<file path="config.mk">
export PLATFORM = sky130hd
export DESIGN_NAME = pipe_hazard_ctrl_flat
export DESIGN_NICKNAME = d
export VERILOG_FILES = /design/src/rtl/pipe_hazard_ctrl_if.sv /design/src/rtl/pipe_hazard_ctrl.sv /design/src/flat_wrapper.sv
export SDC_FILE = /design/constraint.sdc
export NUM_CORES = 1
export LEC_CHECK = 0
export CORE_MARGIN = 3
export CORE_UTILIZATION = 45
export CTS_CLUSTER_SIZE = 10
export DETAILED_ROUTE_END_ITERATION = 6
export HOLD_SLACK_MARGIN = 0.12
export PLACE_DENSITY_LB_ADDON = 0.15
export SYNTH_ARGS = -nofsm -noshare
export SYNTH_HDL_FRONTEND = slang
export SYNTH_SLANG_ARGS = --single-unit
</file>
<file path="constraint.sdc">
create_clock -name clk -period 3.5 [get_ports clk]
set_input_delay 0.875 -clock clk [delete_from_list [all_inputs] [get_ports clk]]
set_output_delay 0.875 -clock clk [all_outputs]
set_load 0.05 [all_outputs]
</file>
<file path="src/rtl/pipe_hazard_ctrl_if.sv">
// Bundle of the hazard sources and the stage-register controls
// exchanged between the pipeline datapath and pipe_hazard_ctrl.
interface pipe_hazard_ctrl_if;
  logic [4:0]  rs_rr;
  logic [4:0]  rt_rr;
  logic        use_rs_rr;
  logic        use_rt_rr;
  logic        memread_ex;
  logic [4:0]  dest_ex;
  logic        jump_ex;
  logic        mem_req;
  logic        mem_ready;

  logic        pc_en;
  logic        ifid_en;
  logic        idrr_en;
  logic        rrex_en;
  logic        exmem_en;
  logic        memwb_en;
  logic        ifid_flush;
  logic        idrr_flush;
  logic        rrex_bubble;
  logic        memwb_bubble;
  logic        pc_sel_jump;
  logic [15:0] stall_cycles;
  logic        mem_timeout;

  // Datapath side: reports hazard sources, obeys the controls
  modport master (
    output rs_rr, rt_rr, use_rs_rr, use_rt_rr, memread_ex, dest_ex,
           jump_ex, mem_req, mem_ready,
    input  pc_en, ifid_en, idrr_en, rrex_en, exmem_en, memwb_en,
           ifid_flush, idrr_flush, rrex_bubble, memwb_bubble, pc_sel_jump,
           stall_cycles, mem_timeout
  );

  // Controller side
  modport slave (
    input  rs_rr, rt_rr, use_rs_rr, use_rt_rr, memread_ex, dest_ex,
           jump_ex, mem_req, mem_ready,
    output pc_en, ifid_en, idrr_en, rrex_en, exmem_en, memwb_en,
           ifid_flush, idrr_flush, rrex_bubble, memwb_bubble, pc_sel_jump,
           stall_cycles, mem_timeout
  );
endinterface

</file>
<file path="src/rtl/pipe_hazard_ctrl.sv">
// Stall/flush sequencer for the 6-stage pipeline (IF,ID,RR,EX,MEM,WB).
// Data-memory waits freeze everything, EX jumps flush the front end,
// load-use hazards insert LOAD_STALL_CYCLES bubbles into RR/EX.
module pipe_hazard_ctrl #(
  parameter int unsigned LOAD_STALL_CYCLES = 1,
  parameter int unsigned MEM_WAIT_MAX      = 15
) (
  input  logic               clk,
  input  logic               rst,
  pipe_hazard_ctrl_if.slave  bus
);

  typedef enum logic [1:0] {
    RUN,
    LDSTALL,
    MEMWAIT
  } state_e;

  state_e      state_q, state_d;
  logic [2:0]  lcnt_q, lcnt_d;
  logic [7:0]  wait_cnt_q, wait_cnt_d;
  logic [15:0] stall_cycles_q, stall_cycles_d;
  logic        mem_timeout_q, mem_timeout_d;

  logic hazard;
  logic memwait;
  logic stalled;

  assign hazard = bus.memread_ex && (bus.dest_ex != 5'd0) &&
                  ((bus.use_rs_rr && (bus.rs_rr == bus.dest_ex)) ||
                   (bus.use_rt_rr && (bus.rt_rr == bus.dest_ex)));
  assign memwait = bus.mem_req && !bus.mem_ready;

  assign bus.stall_cycles = stall_cycles_q;
  assign bus.mem_timeout  = mem_timeout_q;

  // Next-state and same-cycle stage controls; a nonzero lcnt means load bubbles are still owed
  always_comb begin
    state_d          = state_q;
    lcnt_d           = lcnt_q;
    wait_cnt_d       = wait_cnt_q;
    mem_timeout_d    = mem_timeout_q;
    stall_cycles_d   = stall_cycles_q;
    stalled          = 1'b0;
    bus.pc_en        = 1'b1;
    bus.ifid_en      = 1'b1;
    bus.idrr_en      = 1'b1;
    bus.rrex_en      = 1'b1;
    bus.exmem_en     = 1'b1;
    bus.memwb_en     = 1'b1;
    bus.ifid_flush   = 1'b0;
    bus.idrr_flush   = 1'b0;
    bus.rrex_bubble  = 1'b0;
    bus.memwb_bubble = 1'b0;
    bus.pc_sel_jump  = 1'b0;

    if (!rst) begin
      bus.pc_en        = 1'b0;
      bus.ifid_flush   = 1'b1;
      bus.idrr_flush   = 1'b1;
      bus.rrex_bubble  = 1'b1;
      bus.memwb_bubble = 1'b1;
      state_d          = RUN;
      lcnt_d           = 3'd0;
      wait_cnt_d       = 8'd0;
      mem_timeout_d    = 1'b0;
      stall_cycles_d   = 16'd0;
    end else if (memwait) begin
      bus.pc_en        = 1'b0;
      bus.ifid_en      = 1'b0;
      bus.idrr_en      = 1'b0;
      bus.rrex_en      = 1'b0;
      bus.exmem_en     = 1'b0;
      bus.memwb_bubble = 1'b1;
      stalled          = 1'b1;
      state_d          = MEMWAIT;
      if (wait_cnt_q != 8'hFF) begin
        wait_cnt_d = wait_cnt_q + 8'd1;
      end
      if (wait_cnt_d >= 8'(MEM_WAIT_MAX)) begin
        mem_timeout_d = 1'b1;
      end
    end else begin
      wait_cnt_d = 8'd0;
      if (bus.jump_ex) begin
        bus.pc_sel_jump = 1'b1;
        bus.ifid_flush  = 1'b1;
        bus.idrr_flush  = 1'b1;
        bus.rrex_bubble = 1'b1;
        lcnt_d          = 3'd0;
        state_d         = RUN;
      end else if (lcnt_q != 3'd0) begin
        bus.pc_en       = 1'b0;
        bus.ifid_en     = 1'b0;
        bus.idrr_en     = 1'b0;
        bus.rrex_bubble = 1'b1;
        stalled         = 1'b1;
        lcnt_d          = lcnt_q - 3'd1;
        state_d         = (lcnt_q == 3'd1) ? RUN : LDSTALL;
      end else if (hazard) begin
        bus.pc_en       = 1'b0;
        bus.ifid_en     = 1'b0;
        bus.idrr_en     = 1'b0;
        bus.rrex_bubble = 1'b1;
        stalled         = 1'b1;
        if (LOAD_STALL_CYCLES > 1) begin
          lcnt_d  = 3'(LOAD_STALL_CYCLES - 1);
          state_d = LDSTALL;
        end else begin
          state_d = RUN;
        end
      end else begin
        state_d = RUN;
      end
    end

    if (stalled && (stall_cycles_q != 16'hFFFF)) begin
      stall_cycles_d = stall_cycles_q + 16'd1;
    end
  end

  // State and counter registers with synchronous active-low reset
  always_ff @(posedge clk) begin
    if (!rst) begin
      state_q        <= RUN;
      lcnt_q         <= 3'd0;
      wait_cnt_q     <= 8'd0;
      stall_cycles_q <= 16'd0;
      mem_timeout_q  <= 1'b0;
    end else begin
      state_q        <= state_d;
      lcnt_q         <= lcnt_d;
      wait_cnt_q     <= wait_cnt_d;
      stall_cycles_q <= stall_cycles_d;
      mem_timeout_q  <= mem_timeout_d;
    end
  end

endmodule

</file>
<file path="src/flat_wrapper.sv">
// flat-port wrapper written by rule: the top's interface ports become plain ports
module pipe_hazard_ctrl_flat 
#(
  parameter int unsigned LOAD_STALL_CYCLES = 1,
  parameter int unsigned MEM_WAIT_MAX      = 15
)
  (clk, rst, bus_rs_rr, bus_rt_rr, bus_use_rs_rr, bus_use_rt_rr, bus_memread_ex, bus_dest_ex, bus_jump_ex, bus_mem_req, bus_mem_ready, bus_pc_en, bus_ifid_en, bus_idrr_en, bus_rrex_en, bus_exmem_en, bus_memwb_en, bus_ifid_flush, bus_idrr_flush, bus_rrex_bubble, bus_memwb_bubble, bus_pc_sel_jump, bus_stall_cycles, bus_mem_timeout);
  pipe_hazard_ctrl_if bus_i ();
  input  logic clk;
  input  logic rst;
  input wire logic [$bits(bus_i.rs_rr)-1:0] bus_rs_rr;
  input wire logic [$bits(bus_i.rt_rr)-1:0] bus_rt_rr;
  input wire logic [$bits(bus_i.use_rs_rr)-1:0] bus_use_rs_rr;
  input wire logic [$bits(bus_i.use_rt_rr)-1:0] bus_use_rt_rr;
  input wire logic [$bits(bus_i.memread_ex)-1:0] bus_memread_ex;
  input wire logic [$bits(bus_i.dest_ex)-1:0] bus_dest_ex;
  input wire logic [$bits(bus_i.jump_ex)-1:0] bus_jump_ex;
  input wire logic [$bits(bus_i.mem_req)-1:0] bus_mem_req;
  input wire logic [$bits(bus_i.mem_ready)-1:0] bus_mem_ready;
  output wire logic [$bits(bus_i.pc_en)-1:0] bus_pc_en;
  output wire logic [$bits(bus_i.ifid_en)-1:0] bus_ifid_en;
  output wire logic [$bits(bus_i.idrr_en)-1:0] bus_idrr_en;
  output wire logic [$bits(bus_i.rrex_en)-1:0] bus_rrex_en;
  output wire logic [$bits(bus_i.exmem_en)-1:0] bus_exmem_en;
  output wire logic [$bits(bus_i.memwb_en)-1:0] bus_memwb_en;
  output wire logic [$bits(bus_i.ifid_flush)-1:0] bus_ifid_flush;
  output wire logic [$bits(bus_i.idrr_flush)-1:0] bus_idrr_flush;
  output wire logic [$bits(bus_i.rrex_bubble)-1:0] bus_rrex_bubble;
  output wire logic [$bits(bus_i.memwb_bubble)-1:0] bus_memwb_bubble;
  output wire logic [$bits(bus_i.pc_sel_jump)-1:0] bus_pc_sel_jump;
  output wire logic [$bits(bus_i.stall_cycles)-1:0] bus_stall_cycles;
  output wire logic [$bits(bus_i.mem_timeout)-1:0] bus_mem_timeout;
  assign bus_i.rs_rr = bus_rs_rr;
  assign bus_i.rt_rr = bus_rt_rr;
  assign bus_i.use_rs_rr = bus_use_rs_rr;
  assign bus_i.use_rt_rr = bus_use_rt_rr;
  assign bus_i.memread_ex = bus_memread_ex;
  assign bus_i.dest_ex = bus_dest_ex;
  assign bus_i.jump_ex = bus_jump_ex;
  assign bus_i.mem_req = bus_mem_req;
  assign bus_i.mem_ready = bus_mem_ready;
  assign bus_pc_en = bus_i.pc_en;
  assign bus_ifid_en = bus_i.ifid_en;
  assign bus_idrr_en = bus_i.idrr_en;
  assign bus_rrex_en = bus_i.rrex_en;
  assign bus_exmem_en = bus_i.exmem_en;
  assign bus_memwb_en = bus_i.memwb_en;
  assign bus_ifid_flush = bus_i.ifid_flush;
  assign bus_idrr_flush = bus_i.idrr_flush;
  assign bus_rrex_bubble = bus_i.rrex_bubble;
  assign bus_memwb_bubble = bus_i.memwb_bubble;
  assign bus_pc_sel_jump = bus_i.pc_sel_jump;
  assign bus_stall_cycles = bus_i.stall_cycles;
  assign bus_mem_timeout = bus_i.mem_timeout;
  pipe_hazard_ctrl #(.LOAD_STALL_CYCLES(LOAD_STALL_CYCLES), .MEM_WAIT_MAX(MEM_WAIT_MAX)) u_core (.clk(clk), .rst(rst), .bus(bus_i));
endmodule
</file>
== Word level (Yosys, flattened, before mapping) ==
Cells that the tools add are included.
Widths: inputs -> output; s select.

* Add/subtract/negate cells: 3
* Order comparisons: 1
* Equality and inequality tests: 4
* Multiplexer cells: 27
* Reductions and logical operators: 14
* Bitwise operators: 1

{| class="wikitable"
|+ Operator list
! cell !! count
|-
| $mux 8 || 3
|-
| $mux 1 || 22
|-
| $add 16x1->16 const B || 1
|-
| $ne 16x16->1 const B || 1
|-
| $eq 5x5->1 || 2
|-
| $add 8x1->8 const B || 1
|-
| $ge 8x4->1 const B || 1
|-
| $ne 8x8->1 const B || 1
|-
| $logic_and 1x1->1 || 6
|-
| $mux 3 || 2
|-
| $reduce_and 2->1 || 3
|-
| $reduce_bool 5->1 || 1
|-
| $reduce_bool 3->1 || 1
|-
| $sub 3x1->3 const B || 1
|-
| $reduce_bool 2->1 || 1
|-
| $logic_not 1->1 || 1
|-
| $logic_or 1x1->1 || 1
|-
| $not 1->1 || 1
|}

* Word-level logic and storage cells: 54
* Register bits: 28

== Logic depth before layout (Yosys ltp) ==
Gate-level depths: netlist (run 1).

* Word-level depth: 10
* Mapped depth: 8

== Least setup slack after synthesis (run 1) ==
Ideal clock, no wire load.

* Kind: input to output
* Start: input bus_dest_ex[0]
* End: output bus_ifid_en
* Slack: -0.002 ns
* Arrival: 2.627 ns
* Stages on the path: 5
* Path through: or4_1 -> o21a_1 -> a211oi_2 -> nand2b_1 -> buf_4

* Longest elaborated chain between the ends: 9

{| class="wikitable"
|+ RTL lines
! what !! RTL line !! source
|-
| start, declared || flat_wrapper.sv:16 || <nowiki>input wire logic [$bits(bus_i.dest_ex)-1:0] bus_dest_ex;</nowiki>
|-
| $eq 5x5->1, on equally long branches || pipe_hazard_ctrl.sv:30, pipe_hazard_ctrl.sv:31 ||
|-
| $logic_and 1x1->1, on equally long branches || pipe_hazard_ctrl.sv:30, pipe_hazard_ctrl.sv:31 ||
|-
| $logic_or 1x1->1 || pipe_hazard_ctrl.sv:30 || <nowiki>((bus.use_rs_rr && (bus.rs_rr == bus.dest_ex)) ||</nowiki>
|-
| $logic_and 1x1->1 * || pipe_hazard_ctrl.sv:29 || <nowiki>assign hazard = bus.memread_ex && (bus.dest_ex != 5'd0) &&</nowiki>
|-
| $mux 1 * (5 in a row) || n/a ||
|-
| end, declared || flat_wrapper.sv:21 || <nowiki>output wire logic [$bits(bus_i.ifid_en)-1:0] bus_ifid_en;</nowiki>
|}

Mark *: on every way between the ends. The rest lies on a longest branch, timed or not.

== Final worst setup path (run 1) ==
* Start: input bus_dest_ex[2]
* End: output bus_rrex_bubble

* Longest elaborated chain between the ends: 9

{| class="wikitable"
|+ RTL lines
! what !! RTL line !! source
|-
| $eq 5x5->1, on equally long branches || pipe_hazard_ctrl.sv:30, pipe_hazard_ctrl.sv:31 ||
|-
| $logic_and 1x1->1, on equally long branches || pipe_hazard_ctrl.sv:30, pipe_hazard_ctrl.sv:31 ||
|-
| $logic_or 1x1->1 || pipe_hazard_ctrl.sv:30 ||
|-
| $logic_and 1x1->1 * || pipe_hazard_ctrl.sv:29 ||
|-
| $mux 1 * || pipe_hazard_ctrl.sv:100 || <nowiki>end else if (hazard) begin</nowiki>
|-
| $mux 1 * || pipe_hazard_ctrl.sv:92 || <nowiki>end else if (lcnt_q != 3'd0) begin</nowiki>
|-
| $mux 1 * || pipe_hazard_ctrl.sv:85 || <nowiki>if (bus.jump_ex) begin</nowiki>
|-
| $mux 1 * || pipe_hazard_ctrl.sv:68 || <nowiki>end else if (memwait) begin</nowiki>
|-
| $mux 1 * || pipe_hazard_ctrl.sv:57 || <nowiki>if (!rst) begin</nowiki>
|-
| end, declared || flat_wrapper.sv:28 || <nowiki>output wire logic [$bits(bus_i.rrex_bubble)-1:0] bus_rrex_bubble;</nowiki>
|}

Marked as above.

==> results of run 1 <==
-- layout make-up --
class / count / area, µm² / share of cell area [%]
Timing Repair Buffer: 58 / 591 / 25.0
Clock inverter: 1 / 30.0 / 1.27
Multi-Input combinational cell: 157 / 1040 / 44.2
Inverter: 10 / 37.5 / 1.59
Clock buffer: 3 / 41.3 / 1.75
Sequential cell: 28 / 561 / 23.7
Tap cell: 46 / 57.6 / 2.44
-- cells by family (layout without fill, tap and decap cells) --
logic type / Yosys count / after routing / synth area share (%)
simple gates: 88 / 88 / 28.2
compound gates: 43 / 43 / 17.3
flops: 28 / 28 / 32.8
buf+inv: 25 / 72 / 7.04
xor+xnor: 12 / 12 / 6.16
mux: 9 / 9 / 5.28
fa+ha+maj: 4 / 4 / 2.93
other cells: 1 / 1 / 0.220
-- worst min-delay path by stage --
stage,end,slack [ns]
2_1_floorplan,u_core.lcnt_q[0]$_SDFFE_PN0P_,0.45
3_3_place_gp,u_core.lcnt_q[0]$_SDFFE_PN0P_,0.46
3_5_place_dp,u_core.lcnt_q[0]$_SDFFE_PN0P_,0.48
4_1_cts,u_core.lcnt_q[0]$_SDFFE_PN0P_,0.49
5_1_grt,u_core.bus.stall_cycles[2]$_SDFFE_PN0P_,0.53
6_report,u_core.lcnt_q[0]$_SDFFE_PN0P_,0.49
-- routing by layer --
metal  GRT usage (%)  wire, µm
met1            24.8      1940
met2            32.9      1990
met3            5.32       342
met4            8.10        70
met5               0         0
-- cells in the mapped netlist (all sizes together) (3+ instances only) --
master	instances
dfxtp	28
nor3b	3
a211oi	3
mux2i	9
o21ai	8
nand2	20
a21oi	11
nor4	9
nor3	4
nand2b	10
xnor2	11
o311ai	3
and4	3
inv	10
nand3	13
nand4	6
buf	8
clkbuf	7
o41ai	5
nor2	10
ha	4
-- where the power goes --
part	internal, mW	switching, mW
clock network	0.153	0.103
registers	0.322	0.00332
logic	0.0762	0.0987
total	0.551	0.205
-- worst max-delay path, delay by kind of cell --
| kind | cells | cell delay (ns) |
|---|---|---|
| AOI/OAI and AO/OA | 3 | 0.50 |
| and+or+nand+nor | 1 | 0.53 |
| buffers and inverters | 3 | 0.60 |
-- per-stage QoR --
step                instances  utilization (%)  hold slack [ns]  area (µm²)
detailed placement        298             65.2            0.479        2280
global route              303             67.6            0.526        2360
finish                    303             67.6            0.492        2360
floorplan                 210                -            0.450        1710
CTS                       303             67.5            0.494        2360
global placement          298             65.2            0.461        2280
-- registers in the layout, summed over array words and instances, names as in the netlist --
name,flops
u_core.lcnt_q,3
u_core.wait_cnt_q,8
u_core.bus.stall_cycles,16
u_core.bus.mem_timeout,1
-- repair_timing --
item | 4_1_cts | 5_1_grt
setup endpoints to repair | 2 | 3
pin swaps | 3 | 0
resized for setup | 5 | 1
setup buffers | 1 | 0
==> flow_summary_export.csv, run 1 <==
group,metric,value,unit
route,drt-initial-drc-count,68,
timing,setup_slack,0.121,ns
logic_synthesis,synth.area.top_cells,"dfxtp_1, xnor2_1, mux2i_1",
die,fp.dieH,67.6,µm
worst_setup_path,critPathMaxStageDelay,0.53,ns
route,drt-total-wl,4340,µm
outcome,status,"finished, final reports clean",
worst_setup_path,timing.rr.end,"u_core.bus.stall_cycles[8]$_SDFFE_PN0P_",
worst_setup_path,worstPathMaxFanout,2,
logic_synthesis,ys_async_sr_fraction,0,%
logic_synthesis,ys_seq_elements,28,
logic_synthesis,synthesis.nets,237,
timing,period_share,96.5,%
worst_setup_path,end_kind,"output port",
cells_and_area,final_cell_mix,"clkdlybuf4s50_1, dfxtp_1, nand2_1",
clocking,insertion_delay,0.28,ns
worst_setup_path,r2r_slack,1.07,ns
logic_synthesis,syn_inst,210,
clocking,ctsHoldBuffers,0,
grt,grt_pass1_vias,1614,
cells_and_area,drive_gt1_share,11.3,%
clocking,cts_max_level,1,
worst_setup_path,r2r_cells,6,
die,rows,21,
worst_setup_path,slowest_stage,"or4_1",
worst_setup_path,critPathKind,"input port to output port",
cells_and_area,area_delta_synth_final,38.4,%
logic_synthesis,ys_warn_count,0,
clocking,cts_tree,"done",
die,core-area,3490,µm²
worst_setup_path,cp.required,2.62,ns
route,ant_nets,0,
die,dieArea,4570,µm²
place,io_buffers,49,
clocking,cts-root-buf,"clkbuf_8",
worst_setup_path,startpoint,"bus_dest_ex[2]",
worst_setup_path,start_kind,"input port",
timing,hold_viol,0,
cells_and_area,fill_cells,322,
pwr,power_per_cell_area,320,nW/µm²
pwr,p_leak,0.815,nW
grt,grt_pass1_wl,7120,µm
min_path,min_path_type,"register to register",
logic_synthesis,yosysTopAreaCellShare,32.8,%
clocking,numCtsBuffers,3,
min_path,hold_start,"u_core.lcnt_q[0]$_SDFFE_PN0P_",
die,io_pins,51,
cells_and_area,final_common_cell,"clkdlybuf4s50_1",
timing,timing.final.crit_period,3.38,ns
place,dp_slack,-0.0597,ns
worst_setup_path,r2r-start,"u_core.bus.stall_cycles[0]$_SDFFE_PN0P_",
route,viasPerCell,5.67,
grt,grt_max_degree,22,
min_path,hold_depth,2,
pwr,irDropWorstVdd,0.316,mV
timing,fmaxAchievable,296,MHz
route,drc,0,
worst_setup_path,setup.worst_path.end,"bus_rrex_bubble",
logic_synthesis,seq_area_frac_synth,32.8,%
place,dp.final_hpwl,3190,µm
timing,finalSetupTns,0,ns
worst_setup_path,crit_top_cell,"buf_4",
die,initial_core_util,48.8,%
timing,worst_pin_slew,0.641,ns
clocking,cts.clk_slew.worst_paths,0.10,ns
cells_and_area,finalNetCount,285,
worst_setup_path,critical_path.cell_chain,"dlygate4sd2_1, or4_1, o21a_1, buf_4, a21oi_1, o21ai_0, buf_4",
grt,antenna_found_initial,0,
pwr,power,0.756,mW
place,gp_congestion,0.821,
timing,drv_slew,0,
timing,grt_setup_unrepaired,"false",
timing,clock_skew,0.00125,ns
clocking,clock_tree.buffer_depth,2,
worst_setup_path,critPathArrivalTime,2.50,ns
grt,grt_overflow,0,
grt,grt_usage,20.1,%
logic_synthesis,synth.distinct_cells,42,
die,die_w,67.6,µm
timing,relSlewSlack,56.8,%
job,drv_cap,0,
clocking,clkSinkCount,28,
logic_synthesis,synth_top_cell_by_area,"dfxtp_1",
route,firstDrtPassIters,4,
logic_synthesis,avgSynthCellArea,8.13,µm²
timing,setup_viol,0,
route,wl_per_cell,14.3,µm
cells_and_area,antenna_cells,0,
logic_synthesis,synth_edf_count,0,
logic_synthesis,synth_flop_cell,"dfxtp_1",
logic_synthesis,syn_area,1710,µm²
route,vias,1718,
(Power assumes the default switching activity.)
==> run 2: changes to the inputs <==
CAP_MARGIN = 20   (was unset)
SLEW_MARGIN = 25   (was unset)
==> results of run 2 <==
Final layout, timing and power as in run 1 (identical DEF).
==> run 3: changes to the inputs <==
--- a/config.mk
+++ b/config.mk
@@ -13,4 +13,5 @@
 export HOLD_SLACK_MARGIN = 0.12
 export PLACE_DENSITY_LB_ADDON = 0.15
+export SKIP_CTS_REPAIR_TIMING = 1
 export SLEW_MARGIN = 25
 export SYNTH_ARGS = -nofsm -noshare
==> constraint.sdc (replaced) <==
create_clock -name clk -period 3.5 [get_ports clk]
set_input_delay 0.7 -clock clk [delete_from_list [all_inputs] [get_ports clk]]
set_output_delay 0.7 -clock clk [all_outputs]
set_load 0.05 [all_outputs]
==> run 3 against run 2 <==
  * Wire length shrank 11%
  * Sequential share of layout area grew 0.75 points
  * Worst hold slack is essentially flat
  * Non-clock buffer count shrank 5
  * Largest cell class unchanged
  * Final area shrank 3.1%
  * Clock skew grew 0.0026 ns
==> flow_summary_export.csv, run 3 (synthesis results as in run 1) <==
group,metric,value,unit
route,drt-total-wl,3880,µm
timing,period_share,93.6,%
cells_and_area,largest_reg_flops,16,
grt,grt_max_degree,24,
worst_setup_path,start_kind,"input port",
grt,grt_pass1_vias,1468,
cells_and_area,final_common_cell,"clkdlybuf4s50_1",
die,core-area,3490,µm²
timing,worst_pin_slew,0.727,ns
grt,grt_pass1_wl,6510,µm
clocking,numCtsBuffers,3,
die,rows,21,
timing,grt_setup_unrepaired,"false",
place,io_buffers,49,
clocking,cts_tree,"done",
route,drc,0,
timing,fmaxAchievable,305,MHz
worst_setup_path,end_kind,"output port",
outcome,status,"finished, final reports clean",
place,gp_congestion,0.817,
timing,hold_viol,0,
worst_setup_path,cp.required,2.80,ns
clocking,cts.clk_slew.worst_paths,0.09,ns
route,wl_per_cell,13.0,µm
timing,timing.final.crit_period,3.28,ns
clocking,cts_max_level,1,
die,fp.dieH,67.6,µm
timing,finalSetupTns,0,ns
clocking,clock_tree.buffer_depth,2,
worst_setup_path,critPathKind,"input port to output port",
cells_and_area,antenna_cells,0,
cells_and_area,drive_gt1_share,8.73,%
worst_setup_path,critPathArrivalTime,2.58,ns
grt,grt_usage,18.2,%
pwr,power_per_cell_area,300,nW/µm²
worst_setup_path,worstPathMaxFanout,3,
clocking,clkSinkCount,28,
pwr,p_leak,0.766,nW
route,firstDrtPassIters,4,
route,drt-initial-drc-count,137,
die,die_w,67.6,µm
die,io_pins,51,
timing,drv_slew,0,
clocking,cts-root-buf,"clkbuf_8",
timing,relSlewSlack,51.0,%
cells_and_area,fin_util,65.5,%
min_path,min_path_type,"register to register",
place,dp.final_hpwl,2960,µm
grt,antenna_found_initial,0,
pwr,irDropWorstVdd,0.211,mV
timing,setup_viol,0,
route,viasPerCell,5.59,
cells_and_area,final_cell_mix,"clkdlybuf4s50_1, dfxtp_1, nand2_1",
clocking,insertion_delay,0.27,ns
die,initial_core_util,48.8,%
route,ant_nets,0,
cells_and_area,finalNetCount,280,
timing,clock_skew,0.00390,ns
grt,grt_overflow,0,
die,dieArea,4570,µm²
route,vias,1667,
cells_and_area,area_delta_synth_final,34.2,%
job,drv_cap,0,
-- run 3: changes by cell type in the layout (fill, tap and decap cells not counted), sizes merged --
cell / before / now
buf: 19 / 14
clkbuf: 3 / 4
bufinv: 1 / 0
dlygate4sd2: 4 / 0
clkdlybuf4s50: 35 / 39
-- run 3: through the flow --
| stage | hold slack (ns) | std cells | area, µm² | worst slack (ns) | power (mW) |
|---|---|---|---|---|---|
| after floorplan | 0.450 | 210 | 1710 | 0.348 | 0.434 |
| after global placement | 0.459 | 294 | 2230 | 0.216 | 0.496 |
| after detailed placement | 0.476 | 294 | 2230 | 0.218 | 0.498 |
| after CTS | 0.495 | 298 | 2290 | 0.205 | 0.694 |
| after global routing | 0.518 | 298 | 2290 | 0.129 | 0.717 |
| final | 0.492 | 298 | 2290 | 0.222 | 0.686 |
-- run 3: final timing paths --
check | startpoint | endpoint | slack [ns] | cells past startpoint
min | u_core.lcnt_q[2]$_SDFFE_PN0P_ | u_core.lcnt_q[2]$_SDFFE_PN0P_ | 0.49 | 2
max reg2reg | u_core.bus.stall_cycles[0]$_SDFFE_PN0P_ | u_core.bus.stall_cycles[11]$_SDFFE_PN0P_ | 1.01 | 6
max | bus_dest_ex[0] | bus_ifid_en | 0.22 | 6
min reg2reg | u_core.lcnt_q[2]$_SDFFE_PN0P_ | u_core.lcnt_q[2]$_SDFFE_PN0P_ | 0.49 | 2
-- run 3: critical path, stage by stage --
cell and delay (ns):
clkdlybuf4s50_1 0.47, or4_1 0.54, o21a_1 0.22, a211oi_2 0.20
nand2b_1 0.28, buf_12 0.18
-- run 3: final cells by class --
class | count | area, µm²
multi-input cells | 157 | 1030
fillers | 317 | 1200
clock buffers | 4 | 55.1
repair buffers | 53 | 546
flip-flops and latches | 28 | 561
well taps | 46 | 57.6
inverters | 10 | 37.5
-- run 3: power by group --
| part | switching (mW) | internal (mW) |
|---|---|---|
| clock | 0.0962 | 0.101 |
| combinational | 0.0935 | 0.0705 |
| sequential | 0.00323 | 0.322 |
| total | 0.193 | 0.493 |
-- run 3: routing by layer --
layer / share of wire [%] / up-vias / track usage [%] / wire, µm
li1: - / 854 / - / -
met1: 49 / 761 / 24.0 / 1890
met2: 43 / 46 / 28.8 / 1660
met3: 7.2 / 6 / 4.16 / 280
met4: 1.3 / 0 / 6.33 / 49
met5: 0 / - / 0 / 0
